<file path="config.mk">
export PLATFORM = sky130hd
export DESIGN_NAME = ram_rr_arbiter_flat
export DESIGN_NICKNAME = d
export VERILOG_FILES = /design/src/rtl/ram_pkg.sv /design/src/rtl/ram_rr_arbiter_if.sv /design/src/rtl/rr_arbiter2.sv /design/src/rtl/ram_rr_arbiter.sv /design/src/flat_wrapper.sv
export SDC_FILE = /design/constraint.sdc
export NUM_CORES = 1
export LEC_CHECK = 0
export CAP_MARGIN = 20
export CELL_PAD_IN_SITES_DETAIL_PLACEMENT = 2
export CELL_PAD_IN_SITES_GLOBAL_PLACEMENT = 2
export CORE_MARGIN = 3
export CORE_UTILIZATION = 14
export DETAILED_ROUTE_END_ITERATION = 12
export PLACE_DENSITY = 0.85
export SYNTH_ARGS = -nofsm -noshare
export SYNTH_HDL_FRONTEND = slang
export SYNTH_HIERARCHICAL = 1
export SYNTH_SLANG_ARGS = --single-unit
export TNS_END_PERCENT = 100
</file>
<file path="constraint.sdc">
create_clock -name clk -period 1.35 [get_ports clk]
set_input_delay 0.3375 -clock clk [delete_from_list [all_inputs] [get_ports clk]]
set_output_delay 0.3375 -clock clk [all_outputs]
set_load 0.005 [all_outputs]
</file>
<file path="src/rtl/ram_pkg.sv">
// Shared definitions for the two-requester RAM arbiter.
//   DefDataWidth / DefAddrWidth : default RAM word and address widths
//   REQ0 / REQ1                 : requester indices
//   RD / WR                     : request opcode values carried on reqN_we
package ram_pkg;

  localparam int unsigned DefDataWidth = 4;
  localparam int unsigned DefAddrWidth = 8;

  localparam logic REQ0 = 1'b0;
  localparam logic REQ1 = 1'b1;

  localparam logic RD = 1'b0;
  localparam logic WR = 1'b1;

endpackage

</file>
<file path="src/rtl/ram_rr_arbiter_if.sv">
// Bundles both requester handshakes, both response channels and the RAM-side bus.
//   slave  : arbiter view (takes requests and ram_r_data, drives ready/rsp/RAM controls)
//   master : client/RAM view (drives requests and ram_r_data, observes the rest)
interface ram_rr_arbiter_if #(
  parameter int unsigned DATA_WIDTH = 4,
  parameter int unsigned ADDR_WIDTH = 8
);

  logic                  req0_valid, req1_valid;
  logic                  req0_we,    req1_we;
  logic [ADDR_WIDTH-1:0] req0_addr,  req1_addr;
  logic [DATA_WIDTH-1:0] req0_wdata, req1_wdata;
  logic                  req0_ready, req1_ready;
  logic                  rsp0_valid, rsp1_valid;
  logic [DATA_WIDTH-1:0] rsp0_rdata, rsp1_rdata;
  logic                  ram_wr_en;
  logic [ADDR_WIDTH-1:0] ram_addr;
  logic [DATA_WIDTH-1:0] ram_w_data;
  logic [DATA_WIDTH-1:0] ram_r_data;

  modport slave (
    input  req0_valid, req1_valid, req0_we, req1_we, req0_addr, req1_addr,
    input  req0_wdata, req1_wdata, ram_r_data,
    output req0_ready, req1_ready, rsp0_valid, rsp1_valid, rsp0_rdata, rsp1_rdata,
    output ram_wr_en, ram_addr, ram_w_data
  );

  modport master (
    output req0_valid, req1_valid, req0_we, req1_we, req0_addr, req1_addr,
    output req0_wdata, req1_wdata, ram_r_data,
    input  req0_ready, req1_ready, rsp0_valid, rsp1_valid, rsp0_rdata, rsp1_rdata,
    input  ram_wr_en, ram_addr, ram_w_data
  );

endinterface

</file>
<file path="src/rtl/rr_arbiter2.sv">
// Two-input round-robin grant with a last_grant register.
//   clk, reset : clock and synchronous active-high reset
//   valid[1:0] : request lines, bit n = requester n
//   advance    : a transfer happened this cycle; last_grant follows the grant
//   grant[1:0] : one-hot (or zero) combinational grant, forced low during reset
module rr_arbiter2
  import ram_pkg::*;
(
  input  logic       clk,
  input  logic       reset,
  input  logic [1:0] valid,
  input  logic       advance,
  output logic [1:0] grant
);

  logic last_q, last_d;

  always_comb begin
    grant = 2'b00;
    if (!reset) begin
      if (valid == 2'b11) begin
        // Tie goes to whoever was not granted last.
        grant = (last_q == REQ1) ? 2'b01 : 2'b10;
      end else begin
        grant = valid;
      end
    end
    last_d = advance ? grant[REQ1] : last_q;
  end

  // Reset to REQ1 so requester 0 wins the first tie.
  always_ff @(posedge clk) begin
    if (reset) last_q <= REQ1;
    else       last_q <= last_d;
  end

endmodule

</file>
<file path="src/rtl/ram_rr_arbiter.sv">
// Shares one single-port RAM (sync write, registered read address) between two requesters.
//   clk, reset : clock and synchronous active-high reset
//   bus        : requester handshakes, per-requester read responses and the RAM bus
// Read data returns on rspN one cycle after the grant; writes produce no response.
module ram_rr_arbiter
  import ram_pkg::*;
#(
  parameter int unsigned DATA_WIDTH = DefDataWidth,
  parameter int unsigned ADDR_WIDTH = DefAddrWidth
) (
  input  logic            clk,
  input  logic            reset,
  ram_rr_arbiter_if.slave bus
);

  logic [1:0]            grant;
  logic                  transfer;
  logic                  gnt_idx;
  logic                  sel_we;
  logic [ADDR_WIDTH-1:0] sel_addr;
  logic [DATA_WIDTH-1:0] sel_wdata;
  logic [ADDR_WIDTH-1:0] addr_q, addr_d;
  logic                  rsp_pend_q, rsp_pend_d;
  logic                  rsp_id_q, rsp_id_d;
  logic                  rsp0_hit, rsp1_hit;

  rr_arbiter2 u_arb (
    .clk     (clk),
    .reset   (reset),
    .valid   ({bus.req1_valid, bus.req0_valid}),
    .advance (transfer),
    .grant   (grant)
  );

  always_comb begin
    transfer = |grant;
    gnt_idx  = grant[REQ1];

    if (gnt_idx == REQ1) begin
      sel_we    = bus.req1_we;
      sel_addr  = bus.req1_addr;
      sel_wdata = bus.req1_wdata;
    end else begin
      sel_we    = bus.req0_we;
      sel_addr  = bus.req0_addr;
      sel_wdata = bus.req0_wdata;
    end

    bus.req0_ready = grant[REQ0];
    bus.req1_ready = grant[REQ1];

    // Idle cycles park the RAM on the last granted address with zero write data.
    bus.ram_wr_en  = transfer & (sel_we == WR);
    bus.ram_addr   = transfer ? sel_addr : addr_q;
    bus.ram_w_data = transfer ? sel_wdata : '0;

    addr_d     = transfer ? sel_addr : addr_q;
    rsp_pend_d = transfer & (sel_we == RD);
    rsp_id_d   = gnt_idx;

    // Gate with reset so a read granted just before reset never responds.
    rsp0_hit = rsp_pend_q & (rsp_id_q == REQ0) & ~reset;
    rsp1_hit = rsp_pend_q & (rsp_id_q == REQ1) & ~reset;

    bus.rsp0_valid = rsp0_hit;
    bus.rsp1_valid = rsp1_hit;
    bus.rsp0_rdata = rsp0_hit ? bus.ram_r_data : '0;
    bus.rsp1_rdata = rsp1_hit ? bus.ram_r_data : '0;
  end

  always_ff @(posedge clk) begin
    if (reset) begin
      addr_q     <= '0;
      rsp_pend_q <= 1'b0;
      rsp_id_q   <= REQ0;
    end else begin
      addr_q     <= addr_d;
      rsp_pend_q <= rsp_pend_d;
      rsp_id_q   <= rsp_id_d;
    end
  end

endmodule

</file>
<file path="src/flat_wrapper.sv">
// flat-port wrapper written by rule: the top's interface ports become plain ports
module ram_rr_arbiter_flat import ram_pkg::*;
#(
  parameter int unsigned DATA_WIDTH = DefDataWidth,
  parameter int unsigned ADDR_WIDTH = DefAddrWidth
)
  (clk, reset, bus_req0_valid, bus_req1_valid, bus_req0_we, bus_req1_we, bus_req0_addr, bus_req1_addr, bus_req0_wdata, bus_req1_wdata, bus_ram_r_data, bus_req0_ready, bus_req1_ready, bus_rsp0_valid, bus_rsp1_valid, bus_rsp0_rdata, bus_rsp1_rdata, bus_ram_wr_en, bus_ram_addr, bus_ram_w_data);
  ram_rr_arbiter_if #(.DATA_WIDTH(DATA_WIDTH), .ADDR_WIDTH(ADDR_WIDTH)) bus_i ();
  input  logic clk;
  input  logic reset;
  input wire logic [$bits(bus_i.req0_valid)-1:0] bus_req0_valid;
  input wire logic [$bits(bus_i.req1_valid)-1:0] bus_req1_valid;
  input wire logic [$bits(bus_i.req0_we)-1:0] bus_req0_we;
  input wire logic [$bits(bus_i.req1_we)-1:0] bus_req1_we;
  input wire logic [$bits(bus_i.req0_addr)-1:0] bus_req0_addr;
  input wire logic [$bits(bus_i.req1_addr)-1:0] bus_req1_addr;
  input wire logic [$bits(bus_i.req0_wdata)-1:0] bus_req0_wdata;
  input wire logic [$bits(bus_i.req1_wdata)-1:0] bus_req1_wdata;
  input wire logic [$bits(bus_i.ram_r_data)-1:0] bus_ram_r_data;
  output wire logic [$bits(bus_i.req0_ready)-1:0] bus_req0_ready;
  output wire logic [$bits(bus_i.req1_ready)-1:0] bus_req1_ready;
  output wire logic [$bits(bus_i.rsp0_valid)-1:0] bus_rsp0_valid;
  output wire logic [$bits(bus_i.rsp1_valid)-1:0] bus_rsp1_valid;
  output wire logic [$bits(bus_i.rsp0_rdata)-1:0] bus_rsp0_rdata;
  output wire logic [$bits(bus_i.rsp1_rdata)-1:0] bus_rsp1_rdata;
  output wire logic [$bits(bus_i.ram_wr_en)-1:0] bus_ram_wr_en;
  output wire logic [$bits(bus_i.ram_addr)-1:0] bus_ram_addr;
  output wire logic [$bits(bus_i.ram_w_data)-1:0] bus_ram_w_data;
  assign bus_i.req0_valid = bus_req0_valid;
  assign bus_i.req1_valid = bus_req1_valid;
  assign bus_i.req0_we = bus_req0_we;
  assign bus_i.req1_we = bus_req1_we;
  assign bus_i.req0_addr = bus_req0_addr;
  assign bus_i.req1_addr = bus_req1_addr;
  assign bus_i.req0_wdata = bus_req0_wdata;
  assign bus_i.req1_wdata = bus_req1_wdata;
  assign bus_i.ram_r_data = bus_ram_r_data;
  assign bus_req0_ready = bus_i.req0_ready;
  assign bus_req1_ready = bus_i.req1_ready;
  assign bus_rsp0_valid = bus_i.rsp0_valid;
  assign bus_rsp1_valid = bus_i.rsp1_valid;
  assign bus_rsp0_rdata = bus_i.rsp0_rdata;
  assign bus_rsp1_rdata = bus_i.rsp1_rdata;
  assign bus_ram_wr_en = bus_i.ram_wr_en;
  assign bus_ram_addr = bus_i.ram_addr;
  assign bus_ram_w_data = bus_i.ram_w_data;
  ram_rr_arbiter #(.DATA_WIDTH(DATA_WIDTH), .ADDR_WIDTH(ADDR_WIDTH)) u_core (.clk(clk), .reset(reset), .bus(bus_i));
endmodule
</file>
==> metrics, run 1 <==
Setup Skew=0.002551 ns; f_max=527.6 MHz; first drt pass iteration count=3; Die X=76.68 um; GPL Wtd Cong=0.7099; met2 global-route usage=0.2552; Mapped Area=699.4 um2; Reg2Reg Capture Point=u_core/u_arb/last_q; Hold Path End=u_core/u_arb/last_q; unrepaired setup endpoints after global routing=true; Final ANT Viol Nets=0; Final Cycle Share=1.404; Core ar.=4786 um2; clk sinks=11; Rel. slew slack=0.7892; CTS max path bufs=2; Diodes inserted=0; clock slew at reported path FFs=approximately 0.050 ns; r2r setup slk=-0.32 ns; placed insts=214; Global Route Usage Sum=0.1208; post-layout util=0.3603; sequential fraction of the synthesis area=0.3148; worst reg-to-reg path cell count=7; Port Buffers=58; WP data required=1.01 ns; DRC viols=0; CTS tree=done; DRT iter0 DRCs=20; Cell Pwr Density=682.3 nW/um2; worst-skew pair later-pin latency=0.23 ns; initial core utilization=0.1461; Leakage=0.7604 nW; critical path arrival=roughly 1.6 ns; GRT met3 Usage=0.02465; clock buffers created by TritonCTS=3; Setup Viol. Count Final=22; final global-route overflow total=0; area delta synth->final=146.5%; Final Hold Viols=0; layout cell share with drive strength beyond 1=0.5789; CP max stage cell=dfxtp_2; Worst setup SP type=register; drt via density=roughly 4; GR Util met1=0.1113; failing checks=negative setup slack; WS Path Type=register to output port; final instance area=between 1500 and 2000 um2; cts hold-fix bufs=0; Vias=~980; yosys warns=6; DP Worst Slack=-1.123 ns; WL final=3.746 mm; worst min path class=register to register; Slew Limit Fails=0; final cell count without fillers=238; Final min period=approximately 1.9 ns; largest area contributor in the netlist=dfxtp_1; vias in the first global route=roughly 1200; Mapped Cells=83; pin count of the biggest net entering global routing=16; critical path fanouts, max=5; Max VDD drop=258.5 uV; run status=finished with violations; Netlist cell types=24; GRT Max-Usage Layer=met2; die area=5880 um2; first-pass GRT wire length=around 5.6 mm; Yosys reg bits=11; Mapped Nets=117; Max Cap Viol=0; reg2reg start=u_core/u_arb/last_q; worst hold stages=2; H-tree levels=1; Critical Path, Cell by Cell=nand2b_4 -> and3_4 -> and2b_2 -> buf_6 -> a22o_1 -> buf_2; Final HPWL DP=2.597 mm; setup ws final=-0.5452 ns; Synth top area share=0.3148; antenna violations before repair=0; critical hold path startpoint=u_core/u_arb/last_q; placed cell area=1434 um2; I/O pin count=59; Core Rows=25; Wirelength per Cell=15.74 um; Syn Area/Cell=8.427 um2; Final nets=just over 200; Die Y=76.68 um; Clk Tree Root Cell=clkbuf_8; synth top area cells=dfxtp_1, mux2i_1, nor2b_1, a211oi_1, a21oi_1; slowest stage delay, CP=0.33 ns; Worst Tran Pin Value=0.3157 ns; endpoint class of the critical path=output port
## repair_timing
| action | 4_1_cts | 5_1_grt |
|---|---|---|
| cloned | 1 | 0 |
| gates resized for setup | 144 | 20 |
| buffers inserted | 15 | 5 |
| pin swaps | 16 | 5 |
| setup endpoints to repair | 36 | 30 |
## report_power, final
group | leakage, nW | switching [mW] | total, mW | internal (mW)
logic | 0.646 | 0.182 | 0.477 | 0.295
clock network | 0.0228 | 0.123 | 0.331 | 0.207
registers | 0.0916 | 0.0177 | 0.369 | 0.351
## cells in the mapped netlist
library cell and n:
inv_2 1, a211oi_2 1, and2b_1 1, nand2b_1 6
nor2b_1 9, a311o_1 1, buf_4 1, dfxtp_1 11
buf_2 2, nor3_1 1, or3b_1 1, clkbuf_1 1
inv_1 1, nor2_1 7, nor3b_1 2, a211oi_1 7
a22o_1 5, nand2_1 3, a21oi_1 9, and3b_1 1
or2_2 1, and3_1 2, mux2i_1 8, buf_6 1
## metal layers
layer  vias to the layer above  wire, um
li1                        472         -
met1                       470      1364
met2                        34      2200
met3                         2       153
met4                         0        27
met5                         -         0
## stage by stage
stage / setup TNS (ns) / hold WS [ns] / total power [mW]
finish: -8.069 / 0.5944 / 1.176
floorplan: -0.8273 / 0.4438 / 0.5120
global placement: -26.28 / 0.5553 / 0.7433
global route: -9.828 / 0.6219 / 1.249
CTS: -7.855 / 0.5486 / 1.141
detailed placement: -28.37 / 0.5994 / 0.7632
## layout make-up
cell class	count	area [um2]
tap	67	83.83
timing repair buffer	88	740.7
clock buffer	4	45.04
inverter	2	7.507
fill	526	3062
multi-input combinational	66	620.6
sequential	11	226.5
## worst max-delay path, delay by kind of cell (launching register included)
kind	cells	cell delay [ns]
AOI/OAI and AO/OA	1	0.17
buffers and inverters	2	0.24
DFF	1	0.33
and+or+nand+nor	3	0.57
## placed cells by master, fill, tap and decap left out, types with 2 or more instances in the layout
cell type / netlist / routed
nor2_2: 0 / 2
nor3b_2: 0 / 2
buf_6: 1 / 13
clkdlybuf4s50_1: 0 / 26
and3_4: 0 / 3
inv_2: 1 / 2
dfxtp_2: 0 / 2
dfxtp_1: 11 / 8
a211oi_1: 7 / 5
nand2_4: 0 / 2
nor2b_1: 9 / 6
mux2i_4: 0 / 2
a22o_1: 5 / 5
dlygate4sd2_1: 0 / 4
a21oi_2: 0 / 3
mux2i_1: 8 / 2
a21oi_1: 9 / 6
nand2b_4: 0 / 5
a211oi_2: 1 / 3
mux2i_2: 0 / 4
buf_4: 1 / 19
buf_2: 2 / 23
clkbuf_8: 0 / 3
nor2b_2: 0 / 2
nor2_1: 7 / 4
## logic make-up after synthesis
| kind of cell | Yosys count | share of synthesized area |
|---|---|---|
| DFF | 11 | 0.3148 |
| buffers and inverters | 7 | 0.05723 |
| muxes | 8 | 0.1145 |
| AOI/OAI and AO/OA | 23 | 0.2343 |
| and+or+nand+nor | 34 | 0.2791 |
## sequential cells by signal, summed over array words and instances (netlist names)
register             cells
u_core/rsp_pend_q        1
u_core/addr_q            8
u_core/rsp_id_q          1
u_core/u_arb/last_q      1
## worst max-delay path by stage
stage,end,slack [ns],startpoint
finish,bus_ram_w_data[0],-0.55,u_core/u_arb/last_q
floorplan,bus_ram_w_data[0],-0.12,u_core/u_arb/last_q
CTS,bus_ram_w_data[0],-0.55,u_core/u_arb/last_q
global route,bus_ram_addr[5],-0.63,u_core/u_arb/last_q
detailed placement,bus_ram_w_data[0],-1.12,bus_req1_valid
global placement,bus_ram_w_data[3],-1.06,bus_req1_valid
Note: power is estimated with default switching activity, not from simulation.
==> inputs of run 2 (changes only) <==
--- a/config.mk
+++ b/config.mk
@@ -11,7 +11,7 @@
 export CORE_MARGIN = 3
 export CORE_UTILIZATION = 14
 export DETAILED_ROUTE_END_ITERATION = 12
-export PLACE_DENSITY = 0.85
+export PLACE_DENSITY_LB_ADDON = 0.1
 export SYNTH_ARGS = -nofsm -noshare
 export SYNTH_HDL_FRONTEND = slang
 export SYNTH_HIERARCHICAL = 1
==> run 2 against run 1 <==
- the run still ends with negative setup slack left
- power rose by 11%
- maximum frequency up 0.18%
- final cell count rose by 7.1%
- via count rose by 6.3%
- setup slack better by 0.0034 ns
- critical path type unchanged
- highest routed layer unchanged
==> metrics, run 2 (synthesis results as in run 1) <==
switching share of total power=0.2880 (+0.01353); first drt pass iteration count=3 (unchanged); clock slew at reported path FFs=0.06 ns (about the same); Final nets=223 (+8.3%); max FFs per register=8 (unchanged); Setup Viol. Count Final=29 (+32%); Final HPWL DP=2.544 mm (-2.0%); area delta synth->final=182.3%; Worst setup SP type=register; final cell count without fillers=255 (+7.1%); Die Y=76.68 um (unchanged); endpoint class of the critical path=output port; first-pass GRT wire length=6.354 mm (+13%); initial core utilization=0.1461 (unchanged); Setup Skew=0.0005846 ns (-0.001967 ns); Slew Limit Fails=0 (unchanged); clock buffers created by TritonCTS=3 (unchanged); Cell Pwr Density=659.7 nW/um2 (-3.3%); clk sinks=11 (unchanged); f_max=528.6 MHz (+0.18%); WL final=3.892 mm (+3.9%); H-tree levels=1 (unchanged); antenna violations before repair=0 (unchanged); clock share of power=0.273 (-0.008); Diodes inserted=0 (unchanged); unrepaired setup endpoints after global routing=true; DRT iter0 DRCs=27 (+35%); pin count of the biggest net entering global routing=14 (-2); critical path fanouts, max=4 (-1); worst-skew pair later-pin latency=0.24 ns (about the same); Rel. slew slack=0.8452 (+0.05600); Final min period=1.892 ns (-0.003398 ns); Port Buffers=58 (unchanged); critical path arrival=1.55 ns (about the same); Seq pwr share=0.283 (-0.031); Final Hold Viols=0 (unchanged); I/O pin count=59 (unchanged); worst min path class=input pin to register; most frequent cells in the layout=clkdlybuf4s50_1, buf_6, buf_2; Vias=1040 (+6.3%); Global Route Usage Sum=0.1325 (+0.01168); register with the most flip-flops=u_core/addr_q; Comb power frac=0.445 (+0.040); Die X=76.68 um (unchanged); cts hold-fix bufs=0 (unchanged); Internal Power=0.9274 mW (+8.7%); Max Cap Viol=0 (unchanged); die area=5880 um2 (unchanged); Final Power=1.303 mW (+11%); net load switching power=0.3752 mW (+16%); WS Path Type=register to output port; Leakage=0.8604 nW (+13%); Core ar.=4786 um2 (unchanged); layout cell share with drive strength beyond 1=0.6649 (+0.08595); vias in the first global route=1158 (-0.52%); drt via density=4.078 (-0.75%); Max VDD drop=569.1 uV (+120%); Wirelength per Cell=15.26 um (-3.0%); final global-route overflow total=0 (unchanged); failing checks=negative setup slack; Core Rows=25 (unchanged); worst hold margin=0.4291 ns (-0.1653 ns); DRC viols=0 (unchanged); Worst Tran Pin Value=0.2317 ns (-0.08401 ns); Final Cycle Share=1.401 (-0.002517); CTS tree=done; run status=finished with violations; CTS max path bufs=2 (unchanged); Final ANT Viol Nets=0 (unchanged); GPL Wtd Cong=0.6679 (-5.9%); Clk Tree Root Cell=clkbuf_8; WP data required=1.01 ns (about the same); placed insts=221 (+3.3%); setup ws final=-0.5418 ns (+0.003398 ns)
run 2: layer usage:
metal / vias up / part of all wire / GRT usage
met1: 501 / 0.41 / 0.1550
met5: - / 0 / 0
met4: 0 / 0.0023 / 0.02717
met3: 2 / 0.042 / 0.02817
li1: 511 / - / -
met2: 26 / 0.55 / 0.2456
run 2: final timing paths:
check        cells past startpoint                 from             endpoint  slack [ns]
max                              6  u_core/u_arb/last_q    bus_ram_w_data[1]       -0.54
min                              2       bus_req1_valid  u_core/u_arb/last_q        0.43
max reg2reg                      8  u_core/u_arb/last_q  u_core/u_arb/last_q       -0.38
min reg2reg                      2     u_core/addr_q[4]     u_core/addr_q[4]        0.63
run 2: through the flow:
stage                     TNS [ns]    util  setup slack, ns  cell area [um2]
final                       -8.855  0.4125          -0.5418             1974
after global routing        -10.78  0.4125          -0.6149             1974
after CTS                   -8.536  0.3864          -0.5364             1849
after detailed placement    -28.54  0.3106           -1.127             1486
after global placement      -26.75  0.3106           -1.040             1486
after floorplan            -0.8273       -          -0.1158            723.2
run 2: power groups by stage:
stage                     sequential, mW  combinational [mW]  clock, mW
after floorplan                    0.365               0.147          0
after global placement             0.369               0.404          0
after detailed placement           0.369               0.414          0
after CTS                          0.366               0.519      0.358
after global routing               0.371               0.624      0.378
final                              0.368               0.579      0.355
run 2: layout make-up:
type	count	area, um2
flip-flops and latches	11	229.0
inverters	2	10.01
fillers	526	2811
well taps	67	83.83
clock buffers	4	45.04
repair buffers	105	914.6
multi-input cells	66	691.9
run 2: timing repair:
action	4_1_cts	5_1_grt
cloned	1	0
pin swaps	26	13
gates resized for setup	176	25
setup buffers	24	7
endpoints found under the setup margin	36	35
run 2: worst max-delay path: stages (launching register included):
cell and delay [ns]:
dfxtp_2 0.34, nand2_2 0.07, and3_4 0.22, and2b_2 0.27, buf_6 0.12, a22o_1 0.18, buf_2 0.13
